## config.mk

```make
export PLATFORM = sky130hd
export DESIGN_NAME = fifo_wr_arbiter
export DESIGN_NICKNAME = d
export VERILOG_FILES = /design/src/rtl/fifo_wr_arbiter.sv
export SDC_FILE = /design/constraint.sdc
export NUM_CORES = 1
export LEC_CHECK = 0
export ABC_AREA = 1
export BUFFER_PORTS_ARGS = -buffer_cell sky130_fd_sc_hd__buf_2
export CAP_MARGIN = 20
export CELL_PAD_IN_SITES_DETAIL_PLACEMENT = 0
export CELL_PAD_IN_SITES_GLOBAL_PLACEMENT = 1
export CORE_MARGIN = 3
export CORE_UTILIZATION = 21
export DETAILED_ROUTE_END_ITERATION = 8
export PLACE_DENSITY = 0.95
export SLEW_MARGIN = 20
export SYNTH_ARGS = -nofsm -noshare
export SYNTH_HDL_FRONTEND = slang
export SYNTH_SLANG_ARGS = --single-unit
```

## constraint.sdc

```tcl
create_clock -name wr_clk -period 4.15 [get_ports wr_clk]
set_input_delay 0.2075 -clock wr_clk [delete_from_list [all_inputs] [get_ports wr_clk]]
set_output_delay 0.2075 -clock wr_clk [all_outputs]
set_load 0.05 [all_outputs]
```

## src/rtl/fifo_wr_arbiter.sv

```systemverilog
// Round-robin arbiter that shares one async-FIFO write port among N_REQ requesters.
// Define FIFO_ARB_STATS_EN to build the per-requester beat counters on stat_beats.
module fifo_wr_arbiter #(
    parameter int DATA_W    = 32,
    parameter int N_REQ     = 4,
    parameter int MAX_BURST = 8,
    parameter int CNT_W     = 16
) (
    input  logic                       wr_clk,
    input  logic                       rst_n_wr,
    input  logic [N_REQ-1:0]           req_valid,
    input  logic [N_REQ*DATA_W-1:0]    req_data,
    input  logic [N_REQ-1:0]           req_last,
    output logic [N_REQ-1:0]           req_ready,
    output logic                       wr_en,
    output logic [DATA_W-1:0]          wr_data,
    input  logic                       wr_full,
    output logic                       grant_valid,
    output logic [$clog2(N_REQ)-1:0]   grant_id,
    input  logic                       stat_clr,
    output logic [N_REQ*CNT_W-1:0]     stat_beats
);

    localparam int IDW = $clog2(N_REQ);
    localparam int BCW = $clog2(MAX_BURST + 1);

    localparam logic ST_IDLE  = 1'b0;
    localparam logic ST_BURST = 1'b1;

    logic           state_q, state_d;
    logic [IDW-1:0] ptr_q, ptr_d;
    logic [IDW-1:0] grant_q, grant_d;
    logic [BCW-1:0] burstCnt_q, burstCnt_d;

    logic           beat;
    logic           burstEnd;
    logic           pickFound;
    logic [IDW-1:0] pickId;
    logic [IDW-1:0] candId;
    int             candIdx;

    // Search starts just after the last granted requester so nobody can be starved.
    always_comb begin
        pickFound = 1'b0;
        pickId    = '0;
        candIdx   = 0;
        candId    = '0;
        for (int i = 1; i <= N_REQ; i++) begin
            candIdx = (int'(ptr_q) + i) % N_REQ;
            candId  = candIdx[IDW-1:0];
            if (!pickFound && req_valid[candId]) begin
                pickFound = 1'b1;
                pickId    = candId;
            end
        end
    end

    assign grant_valid = (state_q == ST_BURST);
    assign grant_id    = grant_q;
    assign beat        = grant_valid & req_valid[grant_q] & ~wr_full;
    assign burstEnd    = grant_valid &
                         (~req_valid[grant_q] |
                          (beat & (req_last[grant_q] | (burstCnt_q == BCW'(MAX_BURST - 1)))));
    assign wr_en       = beat;
    assign wr_data     = beat ? req_data[int'(grant_q) * DATA_W +: DATA_W] : '0;

    always_comb begin
        req_ready = '0;
        if (beat) begin
            req_ready[grant_q] = 1'b1;
        end
    end

    always_comb begin
        state_d    = state_q;
        ptr_d      = ptr_q;
        grant_d    = grant_q;
        burstCnt_d = burstCnt_q;
        case (state_q)
            ST_IDLE: begin
                if (pickFound) begin
                    grant_d    = pickId;
                    ptr_d      = pickId;
                    burstCnt_d = '0;
                    state_d    = ST_BURST;
                end
            end
            default: begin
                if (beat) begin
                    burstCnt_d = burstCnt_q + BCW'(1);
                end
                if (burstEnd) begin
                    state_d = ST_IDLE;
                end
            end
        endcase
    end

    always_ff @(posedge wr_clk or negedge rst_n_wr) begin
        if (!rst_n_wr) begin
            state_q    <= ST_IDLE;
            ptr_q      <= IDW'(N_REQ - 1);
            grant_q    <= '0;
            burstCnt_q <= '0;
        end else begin
            state_q    <= state_d;
            ptr_q      <= ptr_d;
            grant_q    <= grant_d;
            burstCnt_q <= burstCnt_d;
        end
    end

`ifdef FIFO_ARB_STATS_EN
    // A clear wins over a simultaneous beat; counters stick at all-ones.
    for (genvar g = 0; g < N_REQ; g++) begin : gStat
        logic [CNT_W-1:0] statCnt_q;

        always_ff @(posedge wr_clk or negedge rst_n_wr) begin
            if (!rst_n_wr) begin
                statCnt_q <= '0;
            end else if (stat_clr) begin
                statCnt_q <= '0;
            end else if (beat && (grant_q == IDW'(g)) && (statCnt_q != '1)) begin
                statCnt_q <= statCnt_q + CNT_W'(1);
            end
        end

        assign stat_beats[g*CNT_W +: CNT_W] = statCnt_q;
    end
`else
    logic unusedStatClr;
    assign unusedStatClr = stat_clr;
    assign stat_beats    = '0;
`endif

endmodule

```

==> metrics list <==
- After filler insertion, the fill cell instance count of the layout stands at roughly 1100.
* Proportion of power drawn by combinational gates: 83.4%
- From bottom edge to top edge, the die measures 104 um.
- Slack of the critical path: around 1.6 ns
- In this run the power spent charging and discharging nets is 0.00117 W.
- Among all flip-flop cells after synthesis, the most frequent one is dfrtp_1.
- Hold Violations, Final: 0
- Internal power: roughly 0.00057 W
- Design area: 0.00282 mm2
- Unrepaired setup endpoints after global routing: false
- Final period demand of the worst path: approximately 2.6 ns
- Maximum net fanout on the critical path: 33
- Highest clock frequency the design can meet: 387 MHz
- Total routing resource utilization after global routing: a little over an eighth
- Measured along the x axis, the die boundary spans between 100 and 150 um.
- Sink Count: 9
* Bufs on Longest Clock Path: 2
- For this run, the post-layout net count is roughly 650.
- Required time reported for the critical path endpoint: 3.94 ns
- Post-Synthesis Cells: around 340
* HPWL after detailed placement: roughly 6700 um
- Slew Viols, Final: 0
- Count of distinct cell types in the synthesized netlist: 27
* GRT Residual Overflow: 0
- 244 I/O pins were placed.
- The tightest min-delay check is of the input port to flop type.
- Share of synthesized area occupied by flip-flops and latches: between 10% and 20%
- Syn avg cell area: 5.89 um2
* Area Overhead vs Synth: 39.3%
- Area of the core region: approximately 0.0093 mm2
- The post-route netlist has a little under two fifths of its cells at a drive strength greater than 1.
- Clk_lat worst skew: between 0.2 and 0.25 ns
- Total clock buffers created by CTS: 3
- Total leakage power: ~1.6 nW
- The clock network accounts for 5.8% of the total power.
- Total of warnings raised by yosys: 0
* Data arrival time at the worst-slack endpoint: about 2.4 ns
- Total of flip-flops plus latches after synthesis: 9
* Clock transition at the register clock pins on the worst setup and hold paths after CTS: ~0.040 ns
- Setup violations remaining at the end of the flow were counted as 0.
* Leading cell type in the layout, fill and taps excluded: buf_2
* Total routed wirelength: between 8000 and 9000 um
- Total power divided by cell area: between 600 and 700 mW/mm2
- In the final timing run, aggregate negative setup slack is 0 ns.
- The die covers 0.0108 mm2.
* Detailed Routing Iterations Pass 1: 4
- In this run the cell area of the synthesized design comes to 0.00202 mm2.
* Number of diodes added for antenna fixing: 0
- The worst setup path is captured at a primary output.
* Commonest cells after routing, fill and taps aside: 178 x buf_2, 123 x nand2_1, 64 x conb_1
- Site row count: 35
- Switching share of power: between 60 and 70%
- Launching element type of the critical path: flop
- In this run the tightest slew margin relative to its limit is 30.1%.
* Port-buffer cells: ~180
- Final clock period utilization by the worst path: between 60% and 70%
- # resized after CTS: 0
- Root Buffer Master: clkbuf_8
- After detailed routing, the number of remaining DRC violations is 0.
- OpenSTA, run right after detailed placement, puts the worst setup slack at ~1.8 ns.
- Last weighted congestion value of the routability-driven placer: 0.821
* Antenna-violating nets left: 0
- Vias in the first global route: about 2500
- Pin count of the biggest net entering global routing: 42
- In the routed layout, each cell is associated on average with a via count of approximately 4.4.
- Once placement finished, the instance area stood at 0.00276 mm2.
- Run status: completed
- On the final layout, the worst clock skew is between 0.0015 and 0.002 ns.
- Registers are responsible for ~11% of the overall power.
* Worst Max-Slew Pin Slew: 1.04 ns
* Ys async rst share: 100%
- 1st-iter DRT viols: ~110
* Number of enable flip-flop cells after synthesis: 0
* Antenna violations before repair: 0
- Starting density of the core: a little over a fifth
- The first global-routing pass estimated between 10000 and 15000 um of wire.
- CTS tree: done
- H-tree depth reported by CTS: 1
- Dividing the detail-routed wire length by the instance count gives roughly 13 um.
- Max-Cap Viols: 0
- The setup path with the least slack is of type flop to primary output.
- Via Count: between 2000 and 3000
- IR analysis of the VDD net gives a maximum drop of 0.325 mV.
-- critical path, cell delays in order, from the launching register on --
cell and delay (ns):
dfrtp_1 0.46, inv_1 0.07, nand2_1 0.10, clkinv_1 0.79
nand2_1 0.34, a31oi_1 0.11, buf_2 0.24
-- area by class of cell --
| class | instances | area [um2] | area share (%) |
|---|---|---|---|
| Clock buffer | 4 | 45.0 | 1.60 |
| Inverter | 21 | 81.3 | 2.89 |
| Multi-Input combinational cell | 294 | 1380 | 49.2 |
| Sequential cell | 9 | 228 | 8.09 |
| Tap cell | 129 | 161 | 5.73 |
| Timing Repair Buffer | 181 | 916 | 32.5 |
-- flip-flops by register name, indices dropped and copies added, names as in the netlist --
register	count
ptr_q	2
burstCnt_q	4
grant_id	2
grant_valid	1
-- final timing paths --
kind | from | to | slack [ns] | cells past startpoint
setup / recovery | grant_id[0]$_DFFE_PN0P_ | wr_data[21] | 1.57 | 6
hold / removal | wr_full | grant_valid$_DFF_PN0_ | 0.24 | 3
setup reg to reg | grant_id[1]$_DFFE_PN0P_ | grant_valid$_DFF_PN0_ | 1.95 | 7
hold reg to reg | ptr_q[1]$_DFFE_PN1P_ | ptr_q[1]$_DFFE_PN1P_ | 0.53 | 2
max in group asynchronous | rst_n_wr | ptr_q[1]$_DFFE_PN1P_ | 3.53 | 2
min in group asynchronous | rst_n_wr | burstCnt_q[2]$_DFFE_PN0P_ | 0.37 | 2
-- layer usage --
layer	GRT usage, %	wire length (um)	up-vias
li1	-	-	1356
met1	16.9	3210	1276
met2	25.7	4290	149
met3	1.74	552	8
met4	1.61	65	0
met5	0	0	-
-- what timing repair did --
action,in CTS,in global routing
setup buffers,0,0
hold buffers,1,0
hold endpoints to repair,7,0
-- cell usage after synthesis (3+ instances only) --
master    instances  share of area (%)
clkbuf_1         12                2.2
buf_2             4               0.99
a31oi_1          32                9.9
a22oi_1          32                 12
inv_1            19                3.5
buf_4            65                 24
nand2_1         123                 23
nor2_1           10                1.9
o21ai_0           3               0.74
dfrtp_1           7                8.7
nand4_1           4                1.2
nand2_2           4                1.2
nand3_1          10                2.5
-- metrics by stage --
stage	util [%]	power (W)	cells	hold WS (ns)
after global routing	30.3	0.00189	638	0.288
after floorplan	-	0.00136	406	-0.0881
after detailed placement	29.7	0.00164	633	0.0711
final	30.3	0.00174	638	0.245
after CTS	30.3	0.00174	638	0.244
after global placement	29.7	0.00161	633	0.0655
-- power by group through the flow --
| stage | logic (W) | registers, W | clock network (W) |
|---|---|---|---|
| 3_5_place_dp | 0.00145 | 0.000189 | 0 |
| 2_1_floorplan | 0.00114 | 0.000215 | 0 |
| 6_report | 0.00145 | 0.000187 | 0.000101 |
| 3_3_place_gp | 0.00143 | 0.000186 | 0 |
| 4_1_cts | 0.00145 | 0.000188 | 0.000102 |
| 5_1_grt | 0.00159 | 0.000196 | 0.000107 |
-- kinds of logic after synthesis --
family	after synthesis	synth area share, %
xor gates and xnor gates	1	0.434
buffers and inverters	103	32.0
DFF	9	11.3
and+or+nand+nor	155	31.3
adders and majority gates	1	0.619
AOI/OAI and AO/OA	73	24.2
other	1	0.186
No activity file was read; power rests on OpenSTA's default activity.
